**config.mk**
```make
export PLATFORM = sky130hd
export DESIGN_NAME = vc_ctrl
export DESIGN_NICKNAME = d
export VERILOG_FILES = /design/src/rtl/vc_ctrl.sv
export SDC_FILE = /design/constraint.sdc
export NUM_CORES = 2
export LEC_CHECK = 0
export ABC_AREA = 1
export CAP_MARGIN = 20
export CORE_AREA = 3 3 665 667
export CTS_BUF_LIST = sky130_fd_sc_hd__clkbuf_4 sky130_fd_sc_hd__clkbuf_8 sky130_fd_sc_hd__clkbuf_16
export DETAILED_ROUTE_END_ITERATION = 8
export DIE_AREA = 0 0 668 670
export HOLD_SLACK_MARGIN = 0.02
export PLACE_DENSITY = 0.3
export SYNTH_ARGS = -nofsm -noshare
export SYNTH_HDL_FRONTEND = slang
export SYNTH_SLANG_ARGS = --single-unit
```
**constraint.sdc**
```tcl
create_clock -name clk -period 4.87 [get_ports clk]
set_clock_uncertainty 0.2 [all_clocks]
set_input_delay 0.974 -clock clk [delete_from_list [all_inputs] [get_ports clk]]
set_output_delay 0.974 -clock clk [all_outputs]
set_load 0.03 [all_outputs]
```
**src/rtl/vc_ctrl.sv**
```systemverilog
// Victim-cache controller: 8-way fully associative, exclusive, true-LRU.
// Owns tag/valid/dirty/age state, drives the data-array write port and the L2 handshake.
module vc_ctrl #(
    parameter int WIDTH = 128,
    parameter int TAGW  = 12
) (
    input  logic             clk,
    input  logic             rst_n,
    input  logic             l1_req,
    input  logic [TAGW-1:0]  l1_addr,
    input  logic             l1_evict,
    input  logic [TAGW-1:0]  l1_evict_addr,
    input  logic             l1_evict_dirty,
    input  logic [WIDTH-1:0] l1_evict_data,
    output logic             l1_resp,
    output logic             l1_hit,
    output logic [WIDTH-1:0] l1_rdata,
    output logic             l1_rdirty,
    output logic             arr_write,
    output logic [2:0]       arr_index,
    output logic [WIDTH-1:0] arr_wdata,
    input  logic [WIDTH-1:0] arr_dout0,
    input  logic [WIDTH-1:0] arr_dout1,
    input  logic [WIDTH-1:0] arr_dout2,
    input  logic [WIDTH-1:0] arr_dout3,
    input  logic [WIDTH-1:0] arr_dout4,
    input  logic [WIDTH-1:0] arr_dout5,
    input  logic [WIDTH-1:0] arr_dout6,
    input  logic [WIDTH-1:0] arr_dout7,
    output logic             l2_read,
    output logic             l2_write,
    output logic [TAGW-1:0]  l2_addr,
    output logic [WIDTH-1:0] l2_wdata,
    input  logic             l2_resp,
    input  logic [WIDTH-1:0] l2_rdata
);

    typedef enum logic [2:0] {IDLE, LOOKUP, WB, INSERT, FETCH, RESP} state_t;

    state_t              state_q, state_d;
    logic [TAGW-1:0]     tag_q [8];
    logic [TAGW-1:0]     tag_d [8];
    logic [7:0]          valid_q, valid_d;
    logic [7:0]          dirty_q, dirty_d;
    logic [7:0][2:0]     age_q, age_d;
    logic [TAGW-1:0]     req_addr_q, req_addr_d;
    logic                ev_q, ev_d;
    logic [TAGW-1:0]     ev_addr_q, ev_addr_d;
    logic                ev_dirty_q, ev_dirty_d;
    logic [WIDTH-1:0]    ev_data_q, ev_data_d;
    logic [2:0]          tgt_q, tgt_d;
    logic [WIDTH-1:0]    rdata_q, rdata_d;
    logic                hit_q, hit_d;
    logic                rdirty_q, rdirty_d;

    logic [WIDTH-1:0]    dout [8];
    logic                hit_any;
    logic [2:0]          hit_way;
    logic                inv_any;
    logic [2:0]          inv_way, lru_way, vic_way;

    assign dout[0] = arr_dout0;
    assign dout[1] = arr_dout1;
    assign dout[2] = arr_dout2;
    assign dout[3] = arr_dout3;
    assign dout[4] = arr_dout4;
    assign dout[5] = arr_dout5;
    assign dout[6] = arr_dout6;
    assign dout[7] = arr_dout7;

    assign l1_rdata  = rdata_q;
    assign l1_hit    = hit_q;
    assign l1_rdirty = rdirty_q;

    // Make w the MRU way; ways younger than it age by one.
    function automatic logic [7:0][2:0] touch(input logic [7:0][2:0] a, input logic [2:0] w);
        logic [7:0][2:0] r;
        r = a;
        for (int i = 0; i < 8; i++) begin
            if (a[i] < a[w]) r[i] = a[i] + 3'd1;
        end
        r[w] = 3'd0;
        return r;
    endfunction

    // Make w the LRU way; ways older than it get one step younger.
    function automatic logic [7:0][2:0] demote(input logic [7:0][2:0] a, input logic [2:0] w);
        logic [7:0][2:0] r;
        r = a;
        for (int i = 0; i < 8; i++) begin
            if (a[i] > a[w]) r[i] = a[i] - 3'd1;
        end
        r[w] = 3'd7;
        return r;
    endfunction

    always_comb begin
        hit_any = 1'b0;
        hit_way = 3'd0;
        for (int i = 0; i < 8; i++) begin
            if (valid_q[i] && (tag_q[i] == req_addr_q)) begin
                hit_any = 1'b1;
                hit_way = 3'(i);
            end
        end
    end

    // Replacement target: lowest invalid way, else the age-7 way.
    always_comb begin
        lru_way = 3'd0;
        inv_any = 1'b0;
        inv_way = 3'd0;
        for (int i = 0; i < 8; i++) begin
            if (age_q[i] == 3'd7) lru_way = 3'(i);
        end
        for (int i = 7; i >= 0; i--) begin
            if (!valid_q[i]) begin
                inv_any = 1'b1;
                inv_way = 3'(i);
            end
        end
        vic_way = inv_any ? inv_way : lru_way;
    end

    always_comb begin
        state_d    = state_q;
        tag_d      = tag_q;
        valid_d    = valid_q;
        dirty_d    = dirty_q;
        age_d      = age_q;
        req_addr_d = req_addr_q;
        ev_d       = ev_q;
        ev_addr_d  = ev_addr_q;
        ev_dirty_d = ev_dirty_q;
        ev_data_d  = ev_data_q;
        tgt_d      = tgt_q;
        rdata_d    = rdata_q;
        hit_d      = hit_q;
        rdirty_d   = rdirty_q;
        l1_resp    = 1'b0;
        arr_write  = 1'b0;
        arr_index  = 3'd0;
        arr_wdata  = '0;
        l2_read    = 1'b0;
        l2_write   = 1'b0;
        l2_addr    = '0;
        l2_wdata   = '0;

        case (state_q)
            IDLE: begin
                if (l1_req) begin
                    req_addr_d = l1_addr;
                    ev_d       = l1_evict;
                    ev_addr_d  = l1_evict_addr;
                    ev_dirty_d = l1_evict_dirty;
                    ev_data_d  = l1_evict_data;
                    state_d    = LOOKUP;
                end
            end
            LOOKUP: begin
                if (hit_any) begin
                    // Array output is still the pre-swap line this cycle.
                    rdata_d  = dout[hit_way];
                    rdirty_d = dirty_q[hit_way];
                    hit_d    = 1'b1;
                    if (ev_q) begin
                        arr_write        = 1'b1;
                        arr_index        = hit_way;
                        arr_wdata        = ev_data_q;
                        tag_d[hit_way]   = ev_addr_q;
                        valid_d[hit_way] = 1'b1;
                        dirty_d[hit_way] = ev_dirty_q;
                        age_d            = touch(age_q, hit_way);
                    end else begin
                        valid_d[hit_way] = 1'b0;
                        age_d            = demote(age_q, hit_way);
                    end
                    state_d = RESP;
                end else if (!ev_q) begin
                    state_d = FETCH;
                end else begin
                    tgt_d   = vic_way;
                    state_d = (valid_q[vic_way] && dirty_q[vic_way]) ? WB : INSERT;
                end
            end
            WB: begin
                l2_write = 1'b1;
                l2_addr  = tag_q[tgt_q];
                l2_wdata = dout[tgt_q];
                if (l2_resp) state_d = INSERT;
            end
            INSERT: begin
                arr_write      = 1'b1;
                arr_index      = tgt_q;
                arr_wdata      = ev_data_q;
                tag_d[tgt_q]   = ev_addr_q;
                valid_d[tgt_q] = 1'b1;
                dirty_d[tgt_q] = ev_dirty_q;
                age_d          = touch(age_q, tgt_q);
                state_d        = FETCH;
            end
            FETCH: begin
                l2_read = 1'b1;
                l2_addr = req_addr_q;
                if (l2_resp) begin
                    rdata_d  = l2_rdata;
                    hit_d    = 1'b0;
                    rdirty_d = 1'b0;
                    state_d  = RESP;
                end
            end
            RESP: begin
                l1_resp = 1'b1;
                state_d = IDLE;
            end
            default: state_d = IDLE;
        endcase
    end

    always_ff @(posedge clk or negedge rst_n) begin
        if (!rst_n) begin
            state_q    <= IDLE;
            valid_q    <= '0;
            dirty_q    <= '0;
            for (int i = 0; i < 8; i++) begin
                tag_q[i] <= '0;
                age_q[i] <= 3'(i);
            end
            req_addr_q <= '0;
            ev_q       <= 1'b0;
            ev_addr_q  <= '0;
            ev_dirty_q <= 1'b0;
            ev_data_q  <= '0;
            tgt_q      <= 3'd0;
            rdata_q    <= '0;
            hit_q      <= 1'b0;
            rdirty_q   <= 1'b0;
        end else begin
            state_q    <= state_d;
            tag_q      <= tag_d;
            valid_q    <= valid_d;
            dirty_q    <= dirty_d;
            age_q      <= age_d;
            req_addr_q <= req_addr_d;
            ev_q       <= ev_d;
            ev_addr_q  <= ev_addr_d;
            ev_dirty_q <= ev_dirty_d;
            ev_data_q  <= ev_data_d;
            tgt_q      <= tgt_d;
            rdata_q    <= rdata_d;
            hit_q      <= hit_d;
            rdirty_q   <= rdirty_d;
        end
    end

endmodule

```
* Yosys cells after proc, flatten, opt, wreduce, memory -nomap -nowiden *
Index checks and enable logic that the tools add are counted.

word-level totals
  register bits = 426
  output and inout bits = 405
  word-level logic and storage cells = 331

cells by class
  add/sub/neg operators = 16
  magnitude comparators = 33
  eq/ne operators = 25
  multiplexer cells = 195
  bitwise operators = 12
  reduce and logical (&&, ||, !) cells = 22

operator list
  cell                                         number
  two-way mux 128 bit                          9
  binary-select mux 128 bit (select 3 bit)     2
  case mux 128 bit (2 select lines)            2
  two-way mux 3 bit                            112
  bitwise mux 96 bit                           2
  two-way mux 96 bit                           2
  case mux 96 bit (2 select lines)             1
  equality test 12 bit                         8
  demux 12 bit (select 3 bit)                  2
  bitwise AND 24 bit                           2
  less-than comparator 3 bit                   16
  two-way mux 12 bit                           4
  two-way mux 24 bit                           2
  NOT 24 bit                                   2
  case mux 24 bit (2 select lines)             1
  binary-select mux 12 bit (select 3 bit)      1
  two-way mux 1 bit                            32
  two-way mux 8 bit                            4
  case mux 8 bit (2 select lines)              2
  equality test 3 bit, second input constant   9
  adder 3 x 1 -> 3 bit, second input constant  8
  > comparator 3 bit                           8
  bitwise OR 24 bit                            1
  case mux 12 bit (2 select lines)             1
  other kinds (26)                             70

* Depth between registers and ports, before layout *
  depth after elaboration = 20
  depth in mapped cells = 34
  mapped depth without buffers = 30

* Worst setup path before layout *
Ideal clock, no wire load.

  kind = register -> register
  from = register req_addr_q[2]
  to = register age_q[11] (netlist name)
  setup time = 120 ps
  arrival time = 4337 ps
  required time = 4550 ps
  path slack = 212 ps
  stages on the path, launching flop included = 33
  period minus slack after synthesis = 4658 ps
  path through = dfrtp_1 -> buf_2 -> inv_4 -> nor2_1 -> clkinv_1 -> nand2_1 -> nor2_1 -> nand2_1 -> nor2_1 -> nand2_4 -> nand2_4 -> inv_2 -> nand2_4 -> nor2_4 -> nand2_1 -> buf_4 -> inv_2 -> buf_2 -> buf_2 -> nand2_1 -> o221ai_1 -> a2111oi_0 -> ha_1 -> nand2_1 -> inv_1 -> nand3_1 -> nand2_1 -> inv_1 -> nand2_1 -> nand2_1 -> nand3_1 -> nand2_1 -> a21oi_1

between the ends
  word-level cells in the longest chain between the ends = 20

ends and longest elaborated chain
  what                                                                      RTL line  RTL
  start, declared                                                           46        logic [TAGW-1:0] req_addr_q, req_addr_d;
  start signal, assigned                                                    244       req_addr_q <= req_addr_d;
  equality test 12 bit                                                      101       if (valid_q[i] && (tag_q[i] == req_addr_q)) begin
  logical AND 1 bit                                                         101
  two-way mux 1 bit                                                         101
  two-way mux 3 bit (6 in series)                                           101
  binary-select mux 3 bit (select 3 bit)                                    80, 91
  two-way mux 3 bit (not written as such)                                   80, 91
  > comparator 3 bit / less-than comparator 3 bit (equally long branches)   91, 80
  two-way mux 3 bit (on tied branches)                                      91, 80
  two-way mux 3 bit                                                         166       if (ev_q) begin
  two-way mux 3 bit                                                         161       if (hit_any) begin
  two-way mux 3 bit                                                         149       case (state_q)
  bitwise OR 24 bit (no line) / bitwise AND 24 bit (equally long branches)  n/a
  two-way mux 24 bit                                                        166
  two-way mux 24 bit                                                        161
  case mux 24 bit (2 select lines)                                          149
  end signal, assigned by index                                             227       age_q[i] <= 3'(i);
  end signal, assigned                                                      243       age_q <= age_d;
  end, declared                                                             45        logic [7:0][2:0] age_q, age_d;

Several ways; a longest one is shown, not always the timed one. The select of a mux whose other input is x is not followed.
A chain may end at the register's enable or synchronous reset.

* Final worst setup path *
  from = register tgt_q[2]
  to = output l2_wdata[65]

between the ends
  word-level cells in the longest chain between the ends = 5

ends and longest elaborated chain
  what                                                     RTL line  RTL
  start, declared                                          51        logic [2:0] tgt_q, tgt_d;
  start signal, assigned                                   249       tgt_q <= tgt_d;
  NOT 3 -> 4 bit (not written as such)                     189       l2_wdata = dout[tgt_q];
  binary-select mux 128 bit (select 3 bit)                 189
  two-way mux 128 bit (not written as such) (2 in series)  189
  two-way mux 128 bit                                      149
  end, declared                                            33        output logic [WIDTH-1:0] l2_wdata,

Every way passes these cells. The select of a mux whose other input is x is not followed.

==> impl_metrics.tcl <==
set metrics [dict create \
    status "finished clean" \
    grt_pass1_vias 54700 \
    drive_above_1_share 0.166 \
    powerDensity_nw_per_um2 572 \
    final_core_util 0.160 \
    fp.dieH_um 670 \
    setup_viol 0 \
    cts.clk_slew.worst_paths_ns 0.06 \
    hp-start "l1_rdata[93]$_DFFE_PN0P_" \
    ys_seq_elements 426 \
    timing.hold.ws_ns 0.277 \
    rows 243 \
    maxCapViolations 0 \
    synth_area_um2 36600 \
    cp_max_fo 53 \
    routabilityCongestion 0.944 \
    grt_max_degree 82 \
    r2r_slack_ns 0.35 \
    vdd_ir_drop_max_mv 0.431 \
    place_hpwl_um 412000 \
    clkSinkCount 426 \
    min_path_cells 2 \
    fin_ws_ns 0.0448 \
    final.setup.tns_ns 0 \
    root_buffer "clkbuf_16" \
    start_util 0.0837 \
    max_slew_margin 0.218 \
    drt_pass1_iterations 6 \
    via_per_inst 4.16 \
    layout_commonest_cell "clkdlybuf4s50_1" \
    layout.nets 8758 \
    die_w_um 668 \
    grt_setup_unrepaired "true" \
    cts_max_level 3 \
    ys_warn_count 0 \
    p_leak_nw 27.8 \
    numCtsBuffers 77 \
    wl_um 509000 \
    clock_latency_ns 0.82 \
    syn_area_per_cell_um2 6.64 \
    antenna_found_initial 287 \
    overflow 0 \
    avgRoutedWirePerCell_um 37.9 \
    ant_nets 0 \
    synth_ff_type "dfrtp_1" \
    drt_iter0_markers 6193 \
    ios 1715 \
    vias 55900 \
    r2r-start "req_addr_q[9]$_DFFE_PN0P_" \
    port_buffers 1714 \
    hp-class "flip-flop to flip-flop" \
    cp-start-kind "flip-flop" \
    fin_crit_ns 4.83 \
    cts.path.max_buffers 4 \
    end_kind "output pin" \
    crit_required_ns 3.70 \
    drc 0 \
    grt_pass1_wl_um 633000 \
    syn_nets 6879 \
    ys_types 59 \
    finalCritPeriodShare 0.991 \
    area_delta_synth_final_pct 90.6 \
    hold_viol_final 0 \
    layout_common_cells "1,441 x clkdlybuf4s50_1, 1,203 x nand2_1, 552 x nor2_1, 528 x inv_1, 511 x buf_4" \
    fmax_mhz 207 \
    grt_usage 0.217 \
    core_area_um2 437000 \
    p_total_mw 39.9 \
    cts_tree "built" \
    finalMaxSlewViolations 0 \
    synth_edf_count 0 \
    path_class "flip-flop to output pin" \
    dieArea_um2 448000 \
    holdPathEnd "l1_rdata[93]$_DFFE_PN0P_" \
    reg2reg_depth 18 \
    ys_seq_area_frac 0.292 \
    tightest_slew_ns 1.17 \
    worstPathArrival_ns 3.65 \
    rr_endpoint "l1_rdata[99]$_DFFE_PN0P_" \
    synthArstFlopShare 1.00 \
    dp_worst_setup_slack_ns -0.0767 \
    syn_inst 5514 \
]
[sequential cells by signal (all words and copies together) (netlist names), named ones only]
name and flops:
ev_data_q 128, l1_rdata 128, tag_q 96, age_q 24, ev_addr_q 12, req_addr_q 12, dirty_q 8, state_q 3
tgt_q 3, ev_dirty_q 1, ev_q 1, l1_hit 1, l1_rdirty 1
[through the flow]
step	std cells	cell area, um^2
after floorplan	5514	36600
after global placement	13000	64600
after detailed placement	13000	64600
after CTS	13200	68400
after global routing	13400	69700
final	13400	69800
[cell usage after synthesis, drive strengths merged, types with 73 or more instances]
| cell | count | area share |
|---|---|---|
| a41oi | 85 | 0.020 |
| nand3 | 172 | 0.024 |
| clkbuf | 297 | 0.030 |
| o22ai | 82 | 0.014 |
| a221oi | 316 | 0.076 |
| nand2 | 1267 | 0.13 |
| buf | 113 | 0.016 |
| a22oi | 139 | 0.029 |
| o211ai | 149 | 0.031 |
| dfrtp | 414 | 0.28 |
| nor2 | 646 | 0.068 |
| o21ai | 428 | 0.059 |
| a21oi | 365 | 0.050 |
| o2111ai | 73 | 0.017 |
| inv | 577 | 0.059 |
[where the power goes]
group	total (mW)	switching, mW	internal (mW)
combinational	26.9	17.8	9.12
clock	6.14	2.43	3.71
sequential	6.82	1.60	5.22
total	39.9	21.8	18.1
[routing by layer]
| metal | vias up | global-route usage | part of all wire |
|---|---|---|---|
| met5 | - | 0 | 0.0012 |
| met4 | 90 | 0.154 | 0.075 |
| met3 | 878 | 0.0441 | 0.066 |
| met2 | 3458 | 0.365 | 0.48 |
| met1 | 28000 | 0.244 | 0.38 |
| li1 | 23500 | - | - |
[worst max path at each step]
| stage | startpoint | endpoint | slack (ns) | cells past startpoint |
|---|---|---|---|---|
| final | tgt_q[2]$_DFFE_PN0P_ | l2_wdata[65] | 0.04 | 8 |
| after global routing | req_addr_q[3]$_DFFE_PN0P_ | arr_wdata[88] | -0.03 | 21 |
| after CTS | tag_q[67]$_DFFE_PN0P_ | arr_wdata[86] | -0.05 | 17 |
| after detailed placement | tgt_q[0]$_DFFE_PN0P_ | l2_wdata[104] | -0.08 | 7 |
| after global placement | req_addr_q[5]$_DFFE_PN0P_ | arr_index[1] | -0.33 | 13 |
| after floorplan | req_addr_q[2]$_DFFE_PN0P_ | age_q[11]$_DFFE_PN0P_ | 0.21 | 32 |
[cell type report]
| cell class | count | area (um^2) |
|---|---|---|
| clock buffers | 100 | 2160 |
| flip-flops and latches | 426 | 10700 |
| inverters | 583 | 2340 |
| repair buffers | 2209 | 23100 |
| multi-input cells | 4095 | 23200 |
| repair inverters | 1 | 8.76 |
| clock inverters | 33 | 489 |
| diodes | 221 | 553 |
| well taps | 5757 | 7200 |
| fillers | 49900 | 367000 |
[cell families after synthesis]
logic type               share of synthesized area
buffers and inverters                        0.107
adder cells (fa/ha/maj)                     0.0188
XOR/XNOR                                   0.00718
AO/OA/AOI/OAI                                0.326
flip-flops                                   0.292
AND/OR/NAND/NOR                              0.250
[critical path, stage by stage, from the launching register on]
cell	delay (ns)
dfrtp_2	0.46
clkinvlp_4	0.21
nor3_2	0.30
buf_4	0.22
buf_12	0.30
a22oi_1	0.22
a41oi_2	0.46
buf_4	0.23
buf_12	0.15
[what timing repair did]
item                                    4_1_cts  5_1_grt
resized for setup                           172      165
gates cloned                                  5        4
buffers inserted                             24       19
endpoints found under the setup margin      242      134
pin swaps                                    17       19
endpoints found under the hold margin        15        0
hold buffers                                  1        0
(Power assumes the default switching activity.)
